===== src/rtl/sum_accum.sv =====
`default_nettype none
// ============================================================================
// Module   : sum_accum
// Purpose  : Frame accumulator. Sums N adder samples per frame and tracks the
//            frame max/min. The result is held on a valid/ready port until it
//            is accepted. Define SUM_ACCUM_SAT_EN to saturate the total.
// Revision : 1.0 - initial release
// ============================================================================
module sum_accum #(
    parameter int DW    = 5,
    parameter int ACC_W = 8,
    parameter int N     = 8
) (
    input  logic             ck,
    input  logic             rst_n,
    input  logic             clr,
    input  logic             in_valid,
    input  logic [DW-1:0]    in_sum,
    output logic             in_ready,
    output logic             out_valid,
    input  logic             out_ready,
    output logic [ACC_W-1:0] out_total,
    output logic [DW-1:0]    out_max,
    output logic [DW-1:0]    out_min,
    output logic             out_ovf
);

    localparam int            CW   = $clog2(N + 1);
    localparam logic [CW-1:0] LAST = CW'(N - 1);

    typedef enum logic [1:0] {
        IDLE  = 2'd0,
        ACCUM = 2'd1,
        DONE  = 2'd2
    } state_t;

    state_t           state;
    logic [ACC_W-1:0] acc;
    logic [DW-1:0]    max_q;
    logic [DW-1:0]    min_q;
    logic [CW-1:0]    cnt;
    logic             ovf;

    logic             accept;
    logic [ACC_W:0]   sum_ext;
    logic             carry;
    logic [ACC_W-1:0] acc_nxt;
    logic [DW-1:0]    max_nxt;
    logic [DW-1:0]    min_nxt;

    // Handshake flags are pure decodes of the state register, so no bypass.
    assign in_ready  = (state != DONE);
    assign out_valid = (state == DONE);
    assign accept    = in_valid && in_ready;

    assign sum_ext = {1'b0, acc} + (ACC_W + 1)'(in_sum);
    assign carry   = sum_ext[ACC_W];
`ifdef SUM_ACCUM_SAT_EN
    assign acc_nxt = carry ? {ACC_W{1'b1}} : sum_ext[ACC_W-1:0];
`else
    assign acc_nxt = sum_ext[ACC_W-1:0];
`endif
    assign max_nxt = (in_sum > max_q) ? in_sum : max_q;
    assign min_nxt = (in_sum < min_q) ? in_sum : min_q;

    always_ff @(posedge ck or negedge rst_n) begin
        if (!rst_n) begin
            state     <= IDLE;
            acc       <= '0;
            cnt       <= '0;
            ovf       <= 1'b0;
            max_q     <= '0;
            min_q     <= '1;
            out_total <= '0;
            out_max   <= '0;
            out_min   <= '1;
            out_ovf   <= 1'b0;
        end else if (clr) begin
            // Result data registers deliberately keep their last frame.
            state <= IDLE;
            acc   <= '0;
            cnt   <= '0;
            ovf   <= 1'b0;
        end else begin
            case (state)
                IDLE: begin
                    if (accept) begin
                        acc   <= ACC_W'(in_sum);
                        max_q <= in_sum;
                        min_q <= in_sum;
                        cnt   <= CW'(1);
                        ovf   <= 1'b0;
                        state <= ACCUM;
                    end
                end
                ACCUM: begin
                    if (accept) begin
                        acc   <= acc_nxt;
                        max_q <= max_nxt;
                        min_q <= min_nxt;
                        ovf   <= ovf | carry;
                        cnt   <= cnt + CW'(1);
                        if (cnt == LAST) begin
                            out_total <= acc_nxt;
                            out_max   <= max_nxt;
                            out_min   <= min_nxt;
                            out_ovf   <= ovf | carry;
                            state     <= DONE;
                        end
                    end
                end
                DONE: begin
                    if (out_ready) begin
                        state <= IDLE;
                    end
                end
                default: state <= IDLE;
            endcase
        end
    end

endmodule
`default_nettype wire

===== config.mk =====
export PLATFORM = sky130hd
export DESIGN_NAME = sum_accum
export DESIGN_NICKNAME = d
export VERILOG_FILES = /design/src/rtl/sum_accum.sv
export SDC_FILE = /design/constraint.sdc
export NUM_CORES = 1
export LEC_CHECK = 0
export CAP_MARGIN = 10
export CORE_MARGIN = 3
export CORE_UTILIZATION = 32
export CTS_CLUSTER_SIZE = 8
export DETAILED_ROUTE_END_ITERATION = 12
export DONT_BUFFER_PORTS = 1
export PLACE_DENSITY = 0.56
export SLEW_MARGIN = 20
export SYNTH_ARGS = -nofsm -noshare
export SYNTH_HDL_FRONTEND = slang
export SYNTH_SLANG_ARGS = --single-unit

===== constraint.sdc =====
create_clock -name ck -period 3.93 [get_ports ck]
set_input_delay 0.786 -clock ck [delete_from_list [all_inputs] [get_ports ck]]
set_output_delay 0.786 -clock ck [all_outputs]
set_load 0.02 [all_outputs]

Word level (Yosys, flattened, before mapping)
Index checks and enable logic that the tools add are counted.

cells by class
  add/subtract/negate cells = 2
  $mul = 0
  divide/modulo/power cells = 0
  $lt $le $gt $ge = 2
  eq/ne operators = 10
  shifts and indexed selects = 0
  mux-type cells = 25
  bitwise operators = 2
  reductions and logical operators = 8

operators with widths
  kind                   count
  $mux W5                5
  $mux W8                3
  $pmux W5 S2            2
  $pmux W8 S2            1
  $mux W4                3
  $reduce_and A4 Y1      3
  $mux W2                5
  $add A8 B5 Y9          1
  $ne A3 B3 Y1 const B   3
  $pmux W4 S2            1
  $ne A2 B2 Y1 const B   3
  $pmux W2 S3            1
  $gt A5 B5 Y1           1
  $lt A5 B5 Y1           1
  $add A4 B1 Y4 const B  1
  $eq A4 B3 Y1 const B   1
  $mux W1                3
  $ne A3 B2 Y1 const B   1
  $reduce_and A3 Y1      1
  $reduce_bool A3 Y1     1
  $eq A2 B1 Y1 const B   1
  $eq A2 B2 Y1 const B   1
  $logic_not A2 Y1       1
  $pmux W1 S2            1
  4 further kinds        4

word-level totals
  bits in registers = 44
  latch bits = 0
  bits in writable memories = 0
  ROM bits = 0
  input port bits = 10
  output and inout port bits = 21
  word-level logic and storage cells = 59
  memories = 0

Depth between registers and ports, before layout
  depth after elaboration = 5
  mapped depth = 9
  gate-level depth less buffers = 8

Worst setup path after synthesis
No wires, ideal clock.

  path type = input port to flip-flop
  from = in in_sum[2]
  to = reg min_q[0]
  library setup time = 0.082 ns
  arrival = 2.135 ns
  data required time = 3.848 ns
  path slack = 1.713 ns
  stages = 6
  path buffers = 0
  path through = ha_1 -> a21o_1 -> a31oi_2 -> o21ai_4 -> a21oi_4 -> mux2_2

on the way
  word-level cells in the longest chain between the ends = 4

RTL lines
  what                  line  source
  start, declared       18    input logic [DW-1:0] in_sum,
  $lt A5 B5 Y1          64    assign min_nxt = (in_sum < min_q) ? in_sum : min_q;
  $mux W5               64
  $mux W5               97    if (accept) begin
  $pmux W5 S2           85    case (state)
  end signal, assigned  90    min_q <= in_sum;
  end signal, assigned  100   min_q <= min_nxt;
  end, declared         40    logic [DW-1:0] min_q;

No other way between the ends. The select of a mux whose other input is x is not followed.
A chain may end at the register's enable or synchronous reset.

Worst setup path in the final report
  from = reg cnt[0]
  to = reg out_max[2]

on the way
  word-level cells in the longest chain between the ends = 2

RTL lines
  what                                line  source
  start, declared                     41    logic [CW-1:0] cnt;
  start signal, assigned              102   cnt <= cnt + CW'(1);
  $eq A4 B3 Y1                        103   if (cnt == LAST) begin
  $reduce_and A4 Y1 (no source line)  --
  end signal, assigned                105   out_max <= max_nxt;
  end, declared                       23    output logic [DW-1:0] out_max,

No other way between the ends.

==> metrics.txt <==
hold crit path type=in2async; Fin Hold WS=175.6 ps; worst-path maximum fanout=20; gp weighted congestion=0.8741; H-Tree Level Count=2; number of synthesized flops with an enable pin=0; average wire per standard cell=14.27 µm; PnR worst setup slack=1797 ps; IO Pins=31; cell accounting for the most synthesized area=dfrtp_1; Worst EP required=4150 ps; min cycle time layout=2133 ps; WP data arrival=2350 ps; CP Cell Sequence=ha_1 -> and4b_1 -> nand2_2 -> or2_1 -> buf_4 -> nand2_1 -> o21ai_1; post-cts resize count=0; syn_nets=264; final worst-path cycle share=54.28%; area fraction of the dominant cell type after synthesis=34.38%; predominant post-synthesis flop cell=dfrtp_1; Area Overhead vs Synth=6.269%; core area=7370 µm²; worst reg2reg setup slack=1800 ps; post-synthesis register bit count=44; Clock Tree Buf Depth=2; met2 Use GR=17.92%; Die Height=93.95 µm; routing usage on met1=17.03%; Multi-input gate area=1225 µm²; Post-DRT Antenna Nets=0; ant diodes=0; Design Power=1084 µW; startpoint class of the critical path=flip-flop; design area=2630 µm²; vias in the first global route=1654; Crit Path Class=reg2reg; fraction of registers with async set/reset=100.0%; CTS tree=built; # hold bufs at CTS=0; Max Clk Rate=0.4688 GHz; insertion delay to the later sink of the worst-skew pair=290 ps; Place WS=1633 ps; DPL Wire Length=3667 µm; Setup Skew=9.763 ps; CP max stage delay=530 ps; DRT Pass-1 Iters=4; Die ar.=8826 µm²; Setup Fix Bufs, Post-CTS=0; grt total ovfl=0; global-route wire length before repair=8390 µm; routed vias=1676; total track usage=11.95%; Cell Area, Synth=2475 µm²; Setup TNS=0 ps; Routed WL=4808 µm; top area cells in the synthesized netlist=dfrtp_1 34%, dfstp_2 11%, ha_1 7.6%; Initial Utilization=33.58%; slowest CP cell=or2_1; Worst-path clk slew=90 ps; clock sink count=44; register area=1114 µm²; initial drt markers=69; P per Cell Area=412.0 nW/µm²; Clock Root Buffer=clkbuf_8; Post-synth top cells=34 x dfrtp_1, 34 x nand2_1, 15 x ha_1, 14 x inv_1, 13 x mux2i_1; largest net degree at the start of global routing=45; Slew headroom=51.52%; cells after synthesis=238; vias per cell=4.973; Netlist cell types=43; fraction of layout cells with a size suffix above 1=17.65%; RSZ-0062 raised after global routing=no; worst vdd ir=0.1800 mV; met3 usage=2.804%; Rows=31; nature of the critical path endpoint=flip-flop; placed instance area=2522 µm²; Seq/Total Area, Yosys=44.99%; chip width=93.95 µm; initial antenna violation count=0; final hold violations=0; Leakage=0.001200 µW; Most Used Layer, Global Route=met2; MaxCap Viol Count=0; I/O Buffers=0; drc violations=0; TritonCTS Buffers=5; run status=complete, no violations; warnings from Yosys=0; Layout Nets=263; fillers=728; Setup-failing EPs final=0; Mean Syn Cell Area=10.40 µm²; Slew Viols, Final=0; Slew @ Worst Pin=724.6 ps
## kinds of logic after synthesis
group,count (synthesis),share of synthesized area [%]
muxes,22,9.353
adders and majority gates,16,8.392
and+or+nand+nor,68,12.54
xor gates and xnor gates,6,2.123
DFF,44,45.00
AOI/OAI and AO/OA,59,17.09
buffers and inverters,23,5.510
## worst paths after layout
path                            startpoint  cells past startpoint          to
min in group ck                     acc[0]                      2      acc[0]
max in group asynchronous            rst_n                      0    min_q[0]
worst min-delay path                 rst_n                      0  out_max[4]
worst max-delay path                cnt[0]                      7  out_max[2]
worst min register to register      acc[0]                      2      acc[0]
worst max register to register      cnt[0]                      7  out_max[2]
## per-stage QoR
step	util, %	cells
after floorplan	-	238
after global placement	34.23	329
after detailed placement	34.23	329
after CTS	35.69	337
after global routing	35.69	337
final	35.69	337
## worst max-delay path, delay by kind of cell, from the launching register on
| kind | cells | cell delay (ps) |
|---|---|---|
| simple gates | 4 | 920 |
| flops | 1 | 430 |
| buf+inv | 1 | 370 |
| fa+ha+maj | 1 | 250 |
| compound gates | 1 | 80 |
## cells in the final DEF (no fill, tap or decap), types with 6 or more instances in the layout
cell type and instances:
mux2_2 9, dfstp_2 10, dfrtp_1 34, mux2i_1 13
o21ai_2 10, a21oi_1 10, inv_1 14, nor2_1 11
o21ai_0 12, nand3_1 6, nand2_1 34, ha_1 15
o21ai_1 6
## sequential cells by signal (all words and copies together), names as in the netlist
name       flops
acc            8
cnt            4
max_q          5
min_q          5
out_max        5
out_min        5
out_ovf        1
out_total      8
ovf            1
state          2
## metal layers
layer	vias to the layer above	part of all wire, %
li1	834	-
met1	814	49
met4	0	1.4
met2	23	45
met3	5	3.7
met5	-	0
## cell type report
class	instances	area share, %
clock buffers	6	2.759
inverters	14	1.998
repair buffers	1	0.2854
flip-flops and latches	44	42.34
multi-input cells	171	46.57
well taps	99	4.710
clock inverters	2	1.332
## power breakdown
part	internal, µW	switching, µW	leakage (µW)	total (µW)
clock	189	151	0.0000552	340
combinational	103	125	0.000583	227
sequential	492	24.5	0.000562	516
Power figures use the tool's default switching activity.
==> edit 1: new RTL, same settings <==
Build with the macro `SUM_ACCUM_SAT_EN` defined.
--- a/src/rtl/sum_accum.sv
+++ b/src/rtl/sum_accum.sv
@@ -6,6 +6,8 @@
 //            is accepted. Define SUM_ACCUM_SAT_EN to saturate the total.
 // Revision : 1.0 - initial release
 // ============================================================================
+`define SUM_ACCUM_SAT_EN
+
 module sum_accum #(
     parameter int DW    = 5,
     parameter int ACC_W = 8,
Behaviour: no difference found for any inputs over 4 cycles, from zero or initial values and one cycle with rst_n low; that may be too few to reach the edited logic, so the function may still have changed.
==> edit 1 against the unedited design <==
- routed wire length up 8.0%
- sequential cell count unchanged
- largest power group unchanged
- global-route usage up 0.29 points
- synthesized area up 4.4%
- highest routed layer unchanged
- total power up 3.2%
- worst setup slack worse by 0.18 ns
- design area up 4.9%
- core utilization down 0.17 points
==> edit 1: results (changes against the unedited design) <==
| Metric | Value |
|---|---|
| Number of antenna diodes | 0 (unchanged) |
| CP Launch Point | in_sum[0] |
| CTS Root Cell | clkbuf_8 |
| Max VDD drop | 0.1806 mV (+0.33%) |
| Reg2Reg Setup Slack | 1.70 ns (-0.10 ns) |
| 1st-pass router iterations | 4 (unchanged) |
| Clk pin slew, worst setup/hold paths | 0.09 ns (about the same) |
| Clk buf depth | 2 (unchanged) |
| CP max-delay cell | fa_1 |
| Total GRT Usage | 12.24% (+0.29 points) |
| Rel. slew slack | 51.47% (about the same) |
| Internal Pwr Total | 0.8050 mW (+2.8%) |
| Hpwl dp | 3677 um (+0.28%) |
| Syn avg cell area | 10.68 um^2 (+2.7%) |
| Final Setup Violations | 0 (unchanged) |
| Most instantiated cells after synthesis | dfrtp_1, nand2_1, ha_1, nor2_1, inv_1 |
| Hold WS | 0.1623 ns (-0.01331 ns) |
| Post-synthesis sequential area ratio | 43.10% (-1.9 points) |
| DR WL/cell | 15.01 um (+5.2%) |
| Setup Buffers After CTS | 0 (unchanged) |
| Status | complete, no violations |
| Crit path largest cell delay | 0.42 ns (-0.11 ns) |
| Top FF cell, synth | dfrtp_1 |
| CTS resizes | 0 (unchanged) |
| Biggest regs | acc: 8 flops, out_total: 8 flops |
| First-pass GRT wire length | 8583 um (+2.3%) |
| Synthesized net count | 268 (+1.5%) |
| Critical path's top delay family | compound AO/OA/AOI/OAI gates |
| Share of cells above drive strength 1 | 21.31% (+3.7 points) |
| Vias per inst | 5.043 (+1.4%) |
| CTS Hold Bufs | 0 (unchanged) |
| CTS Buf Count | 5 (unchanged) |
| H-tree depth | 2 (unchanged) |
| GP Congestion | 0.8210 (-6.1%) |
| YS warnings | 0 (unchanged) |
| Count of buffers from port buffering | 0 (unchanged) |
| Ys async rst share | 100.0% (unchanged) |
| Worst hold path class | primary input to asynchronous set/reset pin |
| Largest net degree at the start of global routing | 45 (unchanged) |
| Starting DRT DRC Count | 43 (-38%) |
| Distinct cells, synth | 51 (+19%) |
| Placed cell count | 338 (+2.7%) |
| Leakage | 1.240 nW (+3.3%) |
| Synth top area cells | dfrtp_1, dfstp_2, ha_1, mux2_4, mux2i_1 |
| Clk Latency, worst-skew pair | 0.30 ns |
| DP Worst Slack | 1.322 ns (-0.3114 ns) |
| Post-route clock skew | 0.008634 ns (-0.001129 ns) |
| Smallest setup slack after layout | 1.619 ns (-0.1778 ns) |
| Max FO, Critical Path | 8 (-60%) |
| Via count | 1,745 (+4.1%) |
| Initial antenna violation count | 0 (unchanged) |
| Reg2reg start | acc[0] |
| Placed cell areas | 2648 um^2 (+5.0%) |
==> edit 1: cell count changes after synthesis, moves of 3 or more <==
cell	before	now
mux2_2	9	1
nor2_1	11	15
xor2_1	4	1
o211ai_1	0	3
a21o_1	5	1
a32oi_1	2	5
nand2_1	34	27
mux2_4	0	10
==> edit 1: area by class of cell <==
type                            instances  area [um^2]
Fill cell                             786         5009
Multi-Input combinational cell        177         1346
Timing Repair Buffer                    1        7.507
Clock inverter                          3        42.54
Inverter                               14        52.55
Clock buffer                            5        68.82
Tap cell                              102        127.6
Sequential cell                        44         1114
==> edit 1: per-layer routing <==
metal  share of wire (%)  track usage, %  vias up
met5                   0               0        -
met4                 1.1           3.555        0
met3                 5.4           3.284        7
met2                  45           19.34       36
met1                  49           16.41      826
li1                    -               -      876
==> edit 1: kinds of logic after synthesis <==
logic type               after synthesis  share of synthesized area, %
XOR/XNOR                               3                         1.017
adder cells (fa/ha/maj)               16                         8.039
flip-flops                            44                         43.10
AND/OR/NAND/NOR                       68                         13.22
multiplexers                          22                         10.51
buffers and inverters                 21                         4.794
AO/OA/AOI/OAI                         68                         19.32
==> edit 1: worst paths after layout <==
kind,endpoint,depth (start not counted)
worst max-delay path,out_total[7],7
worst min-delay path,out_max[1],0
worst max register to register,out_total[7],7
worst min register to register,ovf,2
max in group asynchronous,min_q[3],0
min in group ck,ovf,2
==> edit 1: power by group through the flow <==
stage                     clock network, mW  registers, mW  logic [mW]
after CTS                             0.369          0.517       0.253
after global routing                  0.386          0.523       0.282
after detailed placement                  0          0.526       0.252
after floorplan                           0          0.518       0.220
after global placement                    0          0.525       0.247
final                                 0.352          0.517       0.250
==> edit 2: new RTL, same settings <==
Without the edit above. The 3 states of `state_t` get a one-hot encoding in 3 bits.
--- a/src/rtl/sum_accum.sv
+++ b/src/rtl/sum_accum.sv
@@ -28,10 +28,10 @@
     localparam int            CW   = $clog2(N + 1);
     localparam logic [CW-1:0] LAST = CW'(N - 1);
 
-    typedef enum logic [1:0] {
-        IDLE  = 2'd0,
-        ACCUM = 2'd1,
-        DONE  = 2'd2
+    typedef enum logic [2:0] {
+        IDLE  = 3'b001,
+        ACCUM = 3'b010,
+        DONE  = 3'b100
     } state_t;
 
     state_t           state;
Function: same outputs for any inputs over 4 cycles, from zero or initial values and one cycle with rst_n low; so few cycles prove little.
==> edit 2 against the unedited design <==
- routed wire length grew 7.9%
- count of clock-buffer cells in the layout grew 1
- sequential cell count grew 1
- worst setup slack lost 0.32 ns
- maximum frequency shrank 13%
- design area grew 3.0%
- synthesized area grew 2.2%
- total power grew 18%
- largest cell class unchanged
- largest power group unchanged
- highest routed layer unchanged
==> edit 2: results (changes against the unedited design) <==
| Metric | Value |
|---|---|
| Status | complete, no violations |
| Critical path's top delay family | simple AND/OR/NAND/NOR gates |
| 1st-pass router iterations | 6 (+2) |
| Number of antenna diodes | 0 (unchanged) |
| Max FO, Critical Path | 8 (-60%) |
| Ys async rst share | 100.0% (unchanged) |
| Max VDD drop | 0.1594 mV (-11%) |
| Post-route clock skew | 0.006899 ns (-0.002864 ns) |
| DRC violations left | 0 (unchanged) |
| Setup Buffers After CTS | 0 (unchanged) |
| Starting DRT DRC Count | 114 (+65%) |
| Distinct cells, synth | 48 (+12%) |
| Crit path DAT | 1.67 ns (-0.68 ns) |
| Total GRT Usage | 13.02% (+1.1 points) |
| Crit path largest cell delay | 0.52 ns |
| Top FF cell, synth | dfrtp_1 |
| Worst hold path class | primary input to asynchronous set/reset pin |
| Post-synthesis sequential area ratio | 45.05% (+0.059 points) |
| Synthesized net count | 267 (+1.1%) |
| Placed cell areas | 2603 um^2 (+3.2%) |
| Leakage | 1.203 nW (+0.25%) |
| CTS Buf Count | 5 (unchanged) |
| DP Worst Slack | 1.555 ns (-0.07868 ns) |
| Synth top area cells | dfrtp_1, dfstp_2, ha_1, nand2_1, mux2_2 |
| Detailed Route WL | 5188 um (+7.9%) |
| Biggest regs | acc: 8 flops, out_total: 8 flops |
| CP max-delay cell | or3_1 |
| Initial antenna violation count | 0 (unchanged) |
| Clk pin slew, worst setup/hold paths | 0.08 ns |
| Vias in the first global route | 1,778 (+7.5%) |
| Via count | 1,724 (+2.9%) |
| Largest net degree at the start of global routing | 46 (+2.2%) |
| Share of cells above drive strength 1 | 16.94% (-0.70 points) |
| Clk buf depth | 2 (unchanged) |
| YS warnings | 0 (unchanged) |
| Final core utilization | 36.39% (+0.70 points) |
| Clk Latency, worst-skew pair | 0.29 ns (about the same) |
| CTS resizes | 0 (unchanged) |
| Fillers | 765 (+5.1%) |
| First-pass GRT wire length | 9066 um (+8.1%) |
| Most instantiated cells after synthesis | dfrtp_1, nand2_1, o21ai_0 |
| Hpwl dp | 3765 um (+2.7%) |
| Slew Limit Fails | 0 (unchanged) |
| CTS Root Cell | clkbuf_8 |
| H-tree depth | 2 (unchanged) |
| Worst-margin pin slew | 0.6680 ns (-0.05664 ns) |
| Count of buffers from port buffering | 0 (unchanged) |
| GP Congestion | 0.8025 (-8.2%) |
## edit 2: cell count changes after synthesis, sizes merged, moves of 3 or more
cell	before	now
buf	8	4
o211ai	0	3
o21ai	29	26
nor2b	3	0
nand2	35	32
o22ai	0	3
## edit 2: area by class of cell
type	instances	share of cell area (%)
clock buffers	7	3.555
clock inverters	1	0.1847
inverters	13	1.801
multi-input cells	176	47.83
flip-flops and latches	45	42.06
well taps	99	4.571
## edit 2: cells by family (layout without fill, tap and decap cells)
group                      Yosys count  in the layout  share of synthesized area (%)
xor gates and xnor gates             9              9                          3.116
muxes                               21             21                          8.803
and+or+nand+nor                     64             64                          13.11
buffers and inverters               20             21                          3.956
adders and majority gates           16             16                          8.210
AOI/OAI and AO/OA                   66             66                          17.76
DFF                                 45             45                          45.05
## edit 2: worst paths after layout
check                      startpoint         end  slack, ns  cells past startpoint
setup / recovery             state[2]   out_valid       1.48                      3
hold / removal                  rst_n  out_max[4]       0.18                      0
setup reg to reg             state[0]    max_q[2]       1.49                      4
hold reg to reg                acc[2]      acc[2]       0.50                      2
max in group asynchronous       rst_n    min_q[2]       3.57                      0
min in group ck                acc[2]      acc[2]       0.50                      2
## edit 2: worst register-to-register path: stages, from the launching register on
cell	delay, ns
dfstp_2	0.62
xor2_1	0.51
nand3_1	0.41
a21oi_2	0.40
mux2_2	0.38
## edit 2: stage by stage
step	cells	total power [mW]
2_1_floorplan	241	0.9047
6_report	341	1.284
3_5_place_dp	333	0.9768
4_1_cts	341	1.300
3_3_place_gp	333	0.9736
5_1_grt	341	1.379
## edit 2: metal layers
| metal | vias up | wire [um] | global-route usage [%] |
|---|---|---|---|
| met4 | 0 | 67 | 3.966 |
| met2 | 28 | 2136 | 18.20 |
| met1 | 835 | 2751 | 19.14 |
| li1 | 856 | - | - |
| met5 | - | 0 | 0 |
| met3 | 5 | 233 | 3.904 |
## edit 2: power by group
group / total (mW) / internal (mW) / switching (mW)
combinational: 0.383 / 0.186 / 0.197
clock: 0.313 / 0.159 / 0.154
sequential: 0.588 / 0.539 / 0.0491
total: 1.28 / 0.884 / 0.400
